--- config.mk ---
export PLATFORM = sky130hd
export DESIGN_NAME = bp_cce_dir_sharers_scanner
export DESIGN_NICKNAME = d
export VERILOG_FILES = /design/src/rtl/bp_cce_dir_sharers_scanner.sv
export SDC_FILE = /design/constraint.sdc
export NUM_CORES = 1
export LEC_CHECK = 0
export ABC_AREA = 1
export CAP_MARGIN = 10
export CORE_AREA = 8 8 222 224
export DETAILED_ROUTE_END_ITERATION = 16
export DIE_AREA = 0 0 230 232
export DONT_BUFFER_PORTS = 1
export PLACE_DENSITY_LB_ADDON = 0.12
export SLEW_MARGIN = 0
export SYNTH_ARGS = -nofsm -noshare
export SYNTH_HDL_FRONTEND = slang
export SYNTH_SLANG_ARGS = --single-unit
--- constraint.sdc ---
create_clock -name clk_i -period 2.35 [get_ports clk_i]
set_clock_uncertainty 0.1 [all_clocks]
set_input_delay 0.3525 -clock clk_i [delete_from_list [all_inputs] [get_ports clk_i]]
set_output_delay 0.3525 -clock clk_i [all_outputs]
set_load 0.03 [all_outputs]
--- src/rtl/bp_cce_dir_sharers_scanner.sv ---
// Multi-cycle CCE directory lookup: scans the rows of one set, tag-compares every way in parallel,
// and accumulates per-LCE sharers hit/way/state. Optional multi-hit flag: BP_CCE_DIR_MULTI_HIT_CHECK_EN.

module bp_cce_dir_sharers_scanner_set
  #(parameter int assoc_p     = 8
  , parameter int tag_width_p = 28
  , parameter int coh_width_p = 3
  , parameter int lg_assoc_p  = 3
  , localparam int entry_width_lp = tag_width_p + coh_width_p
  )
  (input  logic [assoc_p*entry_width_lp-1:0] entries
  , input  logic [tag_width_p-1:0]           tag
  , input  logic                             v
  , output logic [assoc_p-1:0]               way_hits
  , output logic [lg_assoc_p-1:0]            way
  , output logic [coh_width_p-1:0]           state
  );

    always_comb begin
        way_hits = '0;
        way      = '0;
        state    = '0;
        // Invalid (e_COH_I) encodes as all-zero, so a nonzero state means the line is live
        for (int j = 0; j < assoc_p; j++) begin
            way_hits[j] = v
                && (entries[j*entry_width_lp+coh_width_p +: tag_width_p] == tag)
                && (entries[j*entry_width_lp +: coh_width_p] != '0);
        end
        for (int j = assoc_p-1; j >= 0; j--) begin
            if (way_hits[j]) begin
                way   = lg_assoc_p'(j);
                state = entries[j*entry_width_lp +: coh_width_p];
            end
        end
    end

endmodule

module bp_cce_dir_sharers_scanner
  #(parameter int num_lce_p          = 8
  , parameter int tag_sets_per_row_p = 2
  , parameter int assoc_p            = 8
  , parameter int tag_width_p        = 28
  , localparam int coh_width_lp   = 3
  , localparam int entry_width_lp = tag_width_p + coh_width_lp
  , localparam int row_width_lp   = tag_sets_per_row_p*assoc_p*entry_width_lp
  , localparam int rows_lp        = (num_lce_p + tag_sets_per_row_p - 1) / tag_sets_per_row_p
  , localparam int lg_assoc_lp    = (assoc_p == 1) ? 1 : $clog2(assoc_p)
  )
  (input  logic                                clk_i
  , input  logic                                reset_i
  , input  logic [tag_width_p-1:0]              tag_i
  , input  logic                                start_v_i
  , output logic                                ready_and_o
  , input  logic [row_width_lp-1:0]             row_i
  , input  logic [tag_sets_per_row_p-1:0]       row_v_i
  , input  logic                                row_valid_i
  , output logic                                row_ready_and_o
  , output logic                                v_o
  , input  logic                                yumi_i
  , output logic [num_lce_p-1:0]                sharers_hits_o
  , output logic [num_lce_p*lg_assoc_lp-1:0]    sharers_ways_o
  , output logic [num_lce_p*coh_width_lp-1:0]   sharers_coh_states_o
  , output logic                                error_o
  );

    typedef enum logic [2:0] {
        e_COH_I = 3'b000, e_COH_S = 3'b001, e_COH_E = 3'b010,
        e_COH_F = 3'b011, e_COH_M = 3'b110, e_COH_O = 3'b111
    } bp_coh_states_e;

    localparam int cnt_width_lp = (rows_lp > 1) ? $clog2(rows_lp) : 1;

    localparam logic [1:0] e_ready = 2'd0;
    localparam logic [1:0] e_scan  = 2'd1;
    localparam logic [1:0] e_done  = 2'd2;

    logic [1:0]                              state_r;
    logic [cnt_width_lp-1:0]                 row_cnt_r;
    logic [tag_width_p-1:0]                  tag_r;
    logic [num_lce_p-1:0]                    hits_r;
    logic [num_lce_p*lg_assoc_lp-1:0]        ways_r;
    logic [num_lce_p*coh_width_lp-1:0]       states_r;

    logic [tag_sets_per_row_p-1:0][assoc_p-1:0]      set_way_hits;
    logic [tag_sets_per_row_p-1:0][lg_assoc_lp-1:0]  set_way;
    logic [tag_sets_per_row_p-1:0][coh_width_lp-1:0] set_state;

    wire start_hs = (state_r == e_ready) && start_v_i;
    wire row_hs   = (state_r == e_scan) && row_valid_i;
    wire last_row = (row_cnt_r == cnt_width_lp'(rows_lp-1));

    assign ready_and_o          = (state_r == e_ready);
    assign row_ready_and_o      = (state_r == e_scan);
    assign v_o                  = (state_r == e_done);
    assign sharers_hits_o       = hits_r;
    assign sharers_ways_o       = ways_r;
    assign sharers_coh_states_o = states_r;

    for (genvar i = 0; i < tag_sets_per_row_p; i++) begin : g_set
        bp_cce_dir_sharers_scanner_set
          #(.assoc_p(assoc_p), .tag_width_p(tag_width_p)
          , .coh_width_p(coh_width_lp), .lg_assoc_p(lg_assoc_lp))
          u_set
          (.entries(row_i[i*assoc_p*entry_width_lp +: assoc_p*entry_width_lp])
          , .tag(tag_r)
          , .v(row_v_i[i])
          , .way_hits(set_way_hits[i])
          , .way(set_way[i])
          , .state(set_state[i])
          );
    end

    always_ff @(posedge clk_i) begin
        if (reset_i) begin
            state_r   <= e_ready;
            row_cnt_r <= '0;
            tag_r     <= '0;
            hits_r    <= '0;
            ways_r    <= '0;
            states_r  <= {num_lce_p{e_COH_I}};
        end else begin
            case (state_r)
                e_ready: if (start_hs) begin
                    tag_r     <= tag_i;
                    row_cnt_r <= '0;
                    hits_r    <= '0;
                    ways_r    <= '0;
                    states_r  <= {num_lce_p{e_COH_I}};
                    state_r   <= e_scan;
                end
                e_scan: if (row_hs) begin
                    // Tag set i of this row belongs to LCE row_cnt*sets+i; padding sets never match an l
                    for (int l = 0; l < num_lce_p; l++) begin
                        for (int i = 0; i < tag_sets_per_row_p; i++) begin
                            if (int'(row_cnt_r)*tag_sets_per_row_p + i == l) begin
                                hits_r[l]                               <= |set_way_hits[i];
                                ways_r[l*lg_assoc_lp +: lg_assoc_lp]    <= set_way[i];
                                states_r[l*coh_width_lp +: coh_width_lp] <= set_state[i];
                            end
                        end
                    end
                    row_cnt_r <= row_cnt_r + 1'b1;
                    if (last_row)
                        state_r <= e_done;
                end
                e_done: if (yumi_i)
                    state_r <= e_ready;
                default: state_r <= e_ready;
            endcase
        end
    end

`ifdef BP_CCE_DIR_MULTI_HIT_CHECK_EN
    logic error_r;
    logic row_multi;

    always_comb begin
        row_multi = 1'b0;
        for (int i = 0; i < tag_sets_per_row_p; i++) begin
            if (int'(row_cnt_r)*tag_sets_per_row_p + i < num_lce_p)
                row_multi = row_multi
                    | ((set_way_hits[i] & (set_way_hits[i] - 1'b1)) != '0);
        end
    end

    always_ff @(posedge clk_i) begin
        if (reset_i)
            error_r <= 1'b0;
        else if (start_hs)
            error_r <= 1'b0;
        else if (row_hs && row_multi)
            error_r <= 1'b1;
    end

    assign error_o = error_r;
`else
    assign error_o = 1'b0;
`endif

endmodule
After elaboration in Yosys (flattened, before gate mapping). Index checks and enable logic that the tools add are counted.

Output and inout port bits: 60. Register bits: 88. Word-level logic and storage cells: 221. Input bits: 531.

Equality and inequality tests: 41. Add/sub/neg operators: 2. Multiplexer cells: 84. Reduce and logical (&&, ||, !) cells: 67.

Operators by type and width (number): $eq 28x28->1 (16); $mux 3 (56); $eq 32x4->1 const B (3); $pmux 24 s2 (2); $mux 24 (3); $eq 32x3->1 const B (2); $logic_not 32->1 (2); $reduce_bool 3->1 (16); $reduce_and 4->1 (9); $logic_and 1x1->1 (34); $eq 32x2->1 const B (1); $mux 8 (2); $ne 2x1->1 const B (8); $pmux 8 s2 (1); $reduce_or 8->1 (2); $mux 1 (12); $mux 2 (6); $ne 3x1->1 const B (4); $eq 2x2->1 const B (4); $pmux 2 s3 (1); $add 3x1->4 const B (1); $eq 2x1->1 const B (2); $eq 4x3->1 const B (1); $pmux 2 s2 (1); other kinds (5) (5).

Longest topological paths before layout.
Depth after elaboration: 15. Depth in mapped cells: 21. Mapped depth without buffers: 19.

Hierarchy. A second synthesis with hierarchy kept.

Cells, all modules: 2042. Area total of the unflattened synthesis: 11145.7 um^2.

Modules (own cells, without submodules): bp_cce_dir_sharers_scanner_set (instances 2, cells each 787, seq. area each 0.0 um^2, area an instance 3861.2 um^2); bp_cce_dir_sharers_scanner (instances 1, cells each 468, seq. area each 1761.7 um^2, area an instance 3423.3 um^2).

Worst setup path after synthesis. OpenSTA, ideal clock, no wires.

Kind: reg2reg. From: reg state_r[1]. To: reg states_r[18], in the netlist sharers_coh_states_o[18]. Setup slack: 274 ps. Required time: 2122 ps. Setup time: 128 ps. Cell stages (with the launch flop): 10. Path buffers: 1. Arrival: 1848 ps. Path through: dfxtp_1 -> nor2_1 -> inv_1 -> o22ai_1 -> inv_1 -> o21ai_0 -> nor2_1 -> clkbuf_1 -> o21ai_0 -> a21oi_1.

Longest elaborated chain between the ends: 4. Elaborated cells on any way between the ends: 10. Those cells by class: eq/ne (4); mux (1); reduce/logical (5).

RTL lines: from (decl) (RTL line 78) `logic [1:0] state_r;`; from (signal assigned) (RTL line 116) `state_r <= e_ready;`; from (signal assigned) (RTL line 130) `state_r <= e_scan;`; from (signal assigned) (RTL line 145) `state_r <= e_done;`; $logic_not 2->1 (*); net ready_and_o (RTL line 54) `, output logic ready_and_o`; $logic_and 1x1->1 (RTL line 89) `wire start_hs = (state_r == e_ready) && start_v_i;`; $ne 2x1->1 (no line); $reduce_and 4->1 (no line); to (signal assigned) (RTL line 121) `states_r <= {num_lce_p{e_COH_I}};`; to (signal assigned) (RTL line 129) `states_r <= {num_lce_p{e_COH_I}};`; to (signal, indexed assignment) (RTL line 139) `states_r[l*coh_width_lp +: coh_width_lp] <= set_state[i];`; to (decl) (RTL line 83) `logic [num_lce_p*coh_width_lp-1:0] states_r;`.

The timed path passes the listed nets; every way through them passes the cells marked *. A chain may end at the register's enable or synchronous reset.

Final worst setup path.
From: reg tag_r[6]. To: reg states_r[13], in the netlist sharers_coh_states_o[13].

Longest elaborated chain between the ends: 15. Elaborated cells on any way between the ends: 68. Those cells by class: eq/ne (16); mux (20); reduce/logical (32).

RTL lines: from (decl) (RTL line 80) `logic [tag_width_p-1:0] tag_r;`; from (signal assigned) (RTL line 125) `tag_r <= tag_i;`; $eq 28x28->1 (RTL line 26) `&& (entries[j*entry_width_lp+coh_width_p +: tag_width_p] == tag)`; $logic_and 1x1->1 (RTL line 26); $logic_and 1x1->1 (RTL line 27) `&& (entries[j*entry_width_lp +: coh_width_p] != '0);`; $mux 3 (8 in a row) (RTL line 30) `if (way_hits[j]) begin`; $mux 3 (RTL line 136) `if (int'(row_cnt_r)*tag_sets_per_row_p + i == l) begin`; $mux 3 (*) (RTL line 136); $mux 24 (*) (RTL line 132) `e_scan: if (row_hs) begin`; $pmux 24 s2 (*) (RTL line 123) `case (state_r)`.

Every way passes the cells marked *; elsewhere a longest branch is shown, timed or not. The select of a mux whose other input is x is not followed.

==> impl_results.md <==
* Status: finished with violations
* Failing checks: setup timing
* Syn Std Cell Area at between 0.01 and 0.015 mm²
* Post-route ant nets at 0
* Fin nets at approximately 2800
* Post-Syn Area per Cell at 5.65 µm²
* First-pass GRT wire length at approximately 120000 µm
* Synth area leaders: nand2_1 (19%), dfxtp_1 (15%), o21ai_0 (7.5%), nor2_1 (7.3%), inv_1 (6.1%)
* Post-Syn Nets at 2620
* Area growth syn-to-layout at 37.0%
* Placer Congestion at 0.992
* Worst Path Required at 2480 ps
* WL final at around 90000 µm
* Clk sink count at 88
* CTS Buffer Depth at 2
* Routed vias/inst at roughly 5.5
* Final instance area at 0.0161 mm²
* Root Buffer: clkbuf_16
* Placed Area at around 0.014 mm²
* Pwr/cell area at approximately 500 mW/mm²
* Logic pwr share at between 50% and 60%
* Die X-Extent at 230 µm
* Die area at 0.0534 mm²
* Initial antenna violation count at 23
* Leak at 7.36 nW
* Worst Setup Path Type: reg -> reg
* # setup viols final at 31
* DRC Markers at 0
* Total gr overflow at 0
* Synth Register Bits at slightly below 90
* Post-synth cell types at between 50 and 60
* Vias at around 16000
* RSZ-0062 raised after global routing: yes
* Worst skew pair latency at 370 ps
* Core area at about 0.046 mm²
* GRT Util Overall at 32.7%
* Synth Instances at 2085
* CP endpoint kind: flip-flop
* WL/cell at 31.5 µm
* Internal at about 4.3 mW
* Clock transition at the registers of the reported paths at about 80 ps
* Post-synth top area cell: nand2_1
* Slew Viols, Final at 0
* Clock power share at about a fifth
* Worst Path Max Fanout at 4
* Largest net degree at the start of global routing at 48
* Worst slew margin at around 57%
* Total CTS buffers at 9
* H-tree depth at 3
* Least-Margin Pin Slew at approximately 640 ps
* Worst Path Arrival at 2620 ps
* Starting density of the core at 25.7%
* Number of global-route vias before repair at approximately 16000
* Initial DRC count at about 1500
* Final Cycle Share at 106%
* Peak VDD IR at a little under 600 µV
* Share of layout cells above drive strength 1 at 27.9%
* Reg power frac at a little over a quarter
* Switching pwr at between 3 and 4 mW
* Drt pass-1 iters at 6
* Ports at about 590
* Worst min path class: in -> reg
* Warnings from Yosys at 0
* Peak Freq at 402 MHz
* Post-DP HPWL at about 79000 µm
* Finished Core Util at a little over a third
* Post-synthesis sequential area ratio at approximately 15%
* Max Cap Violations at 0
* Startpoint Class: flip-flop
* Final hold viol count at 0
* Core Rows at a little under 80
* Final WS setup at -135 ps
* Pre-CTS WS at -470 ps
* Share of the synthesized area in the top cell type at a little under a fifth
* Crit path time final at around 2500 ps
* Tightest hold margin at 76.4 ps
* CTS tree: built
* Number of port buffers at 0
* Sw frac at a little under half
* Die height at approximately 230 µm
worst paths after layout:
check | start | slack, ps | cells after the start | end
worst max register to register | tag_r[6]$_SDFFE_PP0P_ | -140 | 16 | sharers_coh_states_o[13]$_SDFFE_PP0P_
worst min-delay path | yumi_i | 80 | 3 | state_r[1]$_SDFFE_PP0P_
worst max-delay path | tag_r[6]$_SDFFE_PP0P_ | -140 | 16 | sharers_coh_states_o[13]$_SDFFE_PP0P_
worst min register to register | row_cnt_r[0]$_SDFFE_PP0P_ | 440 | 1 | row_cnt_r[0]$_SDFFE_PP0P_
power by group through the flow:
| stage | Combinational [mW] | Sequential [mW] | Clock [mW] |
|---|---|---|---|
| 6_report | 4.30 | 2.14 | 1.55 |
| 2_1_floorplan | 2.12 | 2.04 | 0 |
| 3_3_place_gp | 3.94 | 2.15 | 0 |
| 4_1_cts | 4.11 | 2.14 | 1.58 |
| 5_1_grt | 4.58 | 2.17 | 1.63 |
| 3_5_place_dp | 3.93 | 2.15 | 0 |
worst max-delay path, cell delays in order (launching register included):
cell and delay [ps]:
dfxtp_4 420, clkinv_8 100, buf_8 140, nand2_4 40, nand2_2 50, nor2_2 100, nand4_1 170, nor2_4 210
nand4_1 200, buf_6 190, or2_1 200, nand2_1 70, nand2_1 60, nand2_2 60, nand2_2 60, nand2_4 100
a21oi_2 70
area by class of cell:
| cell class | count | area [µm²] |
|---|---|---|
| well taps | 607 | 759 |
| repair buffers | 313 | 3070 |
| inverters | 216 | 902 |
| diodes | 11 | 27.5 |
| clock inverters | 7 | 80.1 |
| flip-flops and latches | 88 | 1840 |
| fillers | 5093 | 29700 |
| multi-input cells | 1679 | 9250 |
| clock buffers | 9 | 225 |
registers in the layout (all words and copies together) (netlist names):
signal                count
tag_r                    28
sharers_coh_states_o     24
sharers_ways_o           24
sharers_hits_o            8
row_cnt_r                 2
state_r                   2
routing by layer:
metal  up-vias  wire length (µm)  GRT usage [%]
li1       7343                 -              -
met5         -               160              0
met1      7587             34900           37.2
met3       185             10500           12.7
met4        24              3260           10.5
met2       900             43500           55.8
stage by stage:
step,cells,setup TNS (ps),power (mW)
floorplan,2085,0,4.17
global route,2922,-6600,8.38
global placement,2875,-17320,6.09
finish,2930,-1210,7.98
CTS,2910,-958,7.83
detailed placement,2875,-16320,6.08
synthesized netlist by cell type, drive strengths merged:
cell type / number
o21ai: 200
nand2: 601
nor2: 245
or3: 2
a211oi: 15
conb: 1
dfxtp: 88
and2: 1
clkbuf: 22
o311ai: 2
a21oi: 120
o221ai: 2
or2: 68
and3: 2
nor4: 23
o211ai: 6
inv: 213
o21bai: 1
nor3: 44
a221oi: 10
nand3b: 16
a22o: 5
buf: 80
o2111ai: 17
nand3: 71
clkinv: 3
ha: 4
o22ai: 44
xnor2: 50
nor3b: 7
nand4: 68
nand2b: 1
xor2: 53
placed cells by master (no fill, tap or decap), types with 16 or more instances in the layout:
cell type	netlist	layout
inv_1	192	182
or2_2	62	61
nor3_1	43	33
dfxtp_1	88	61
o21ai_1	21	21
nand3_1	69	57
nor2_1	230	204
nand2_4	4	16
buf_6	27	27
nor2_4	8	22
dfxtp_4	0	16
nor2_2	7	19
nand2_2	14	40
xnor2_1	50	44
a21oi_2	4	35
buf_4	21	234
o2111ai_1	17	16
a21oi_1	116	85
nand2_1	583	543
nand4_1	67	67
buf_12	0	46
xor2_1	53	53
o21ai_0	176	170
nand3b_1	16	16
o22ai_1	44	44
repair_timing:
action | in CTS | in global routing
buffers inserted | 19 | 9
hold endpoints to repair | 10 | 0
hold buffers | 1 | 0
gates resized for setup | 158 | 155
setup endpoints to repair | 56 | 56
pin swaps | 50 | 72
cell families (layout without fill, tap and decap cells):
group                    Yosys count  count (layout)  share of synthesized area [%]
AO/OA/AOI/OAI                    422             422                           20.3
XOR/XNOR                         103             103                           7.65
adder cells (fa/ha/maj)            4               4                          0.425
buffers and inverters            318             545                           13.0
flip-flops                        88              88                           14.9
other                              1              12                         0.0318
AND/OR/NAND/NOR                 1149            1149                           43.7
(Power assumes the default switching activity.)
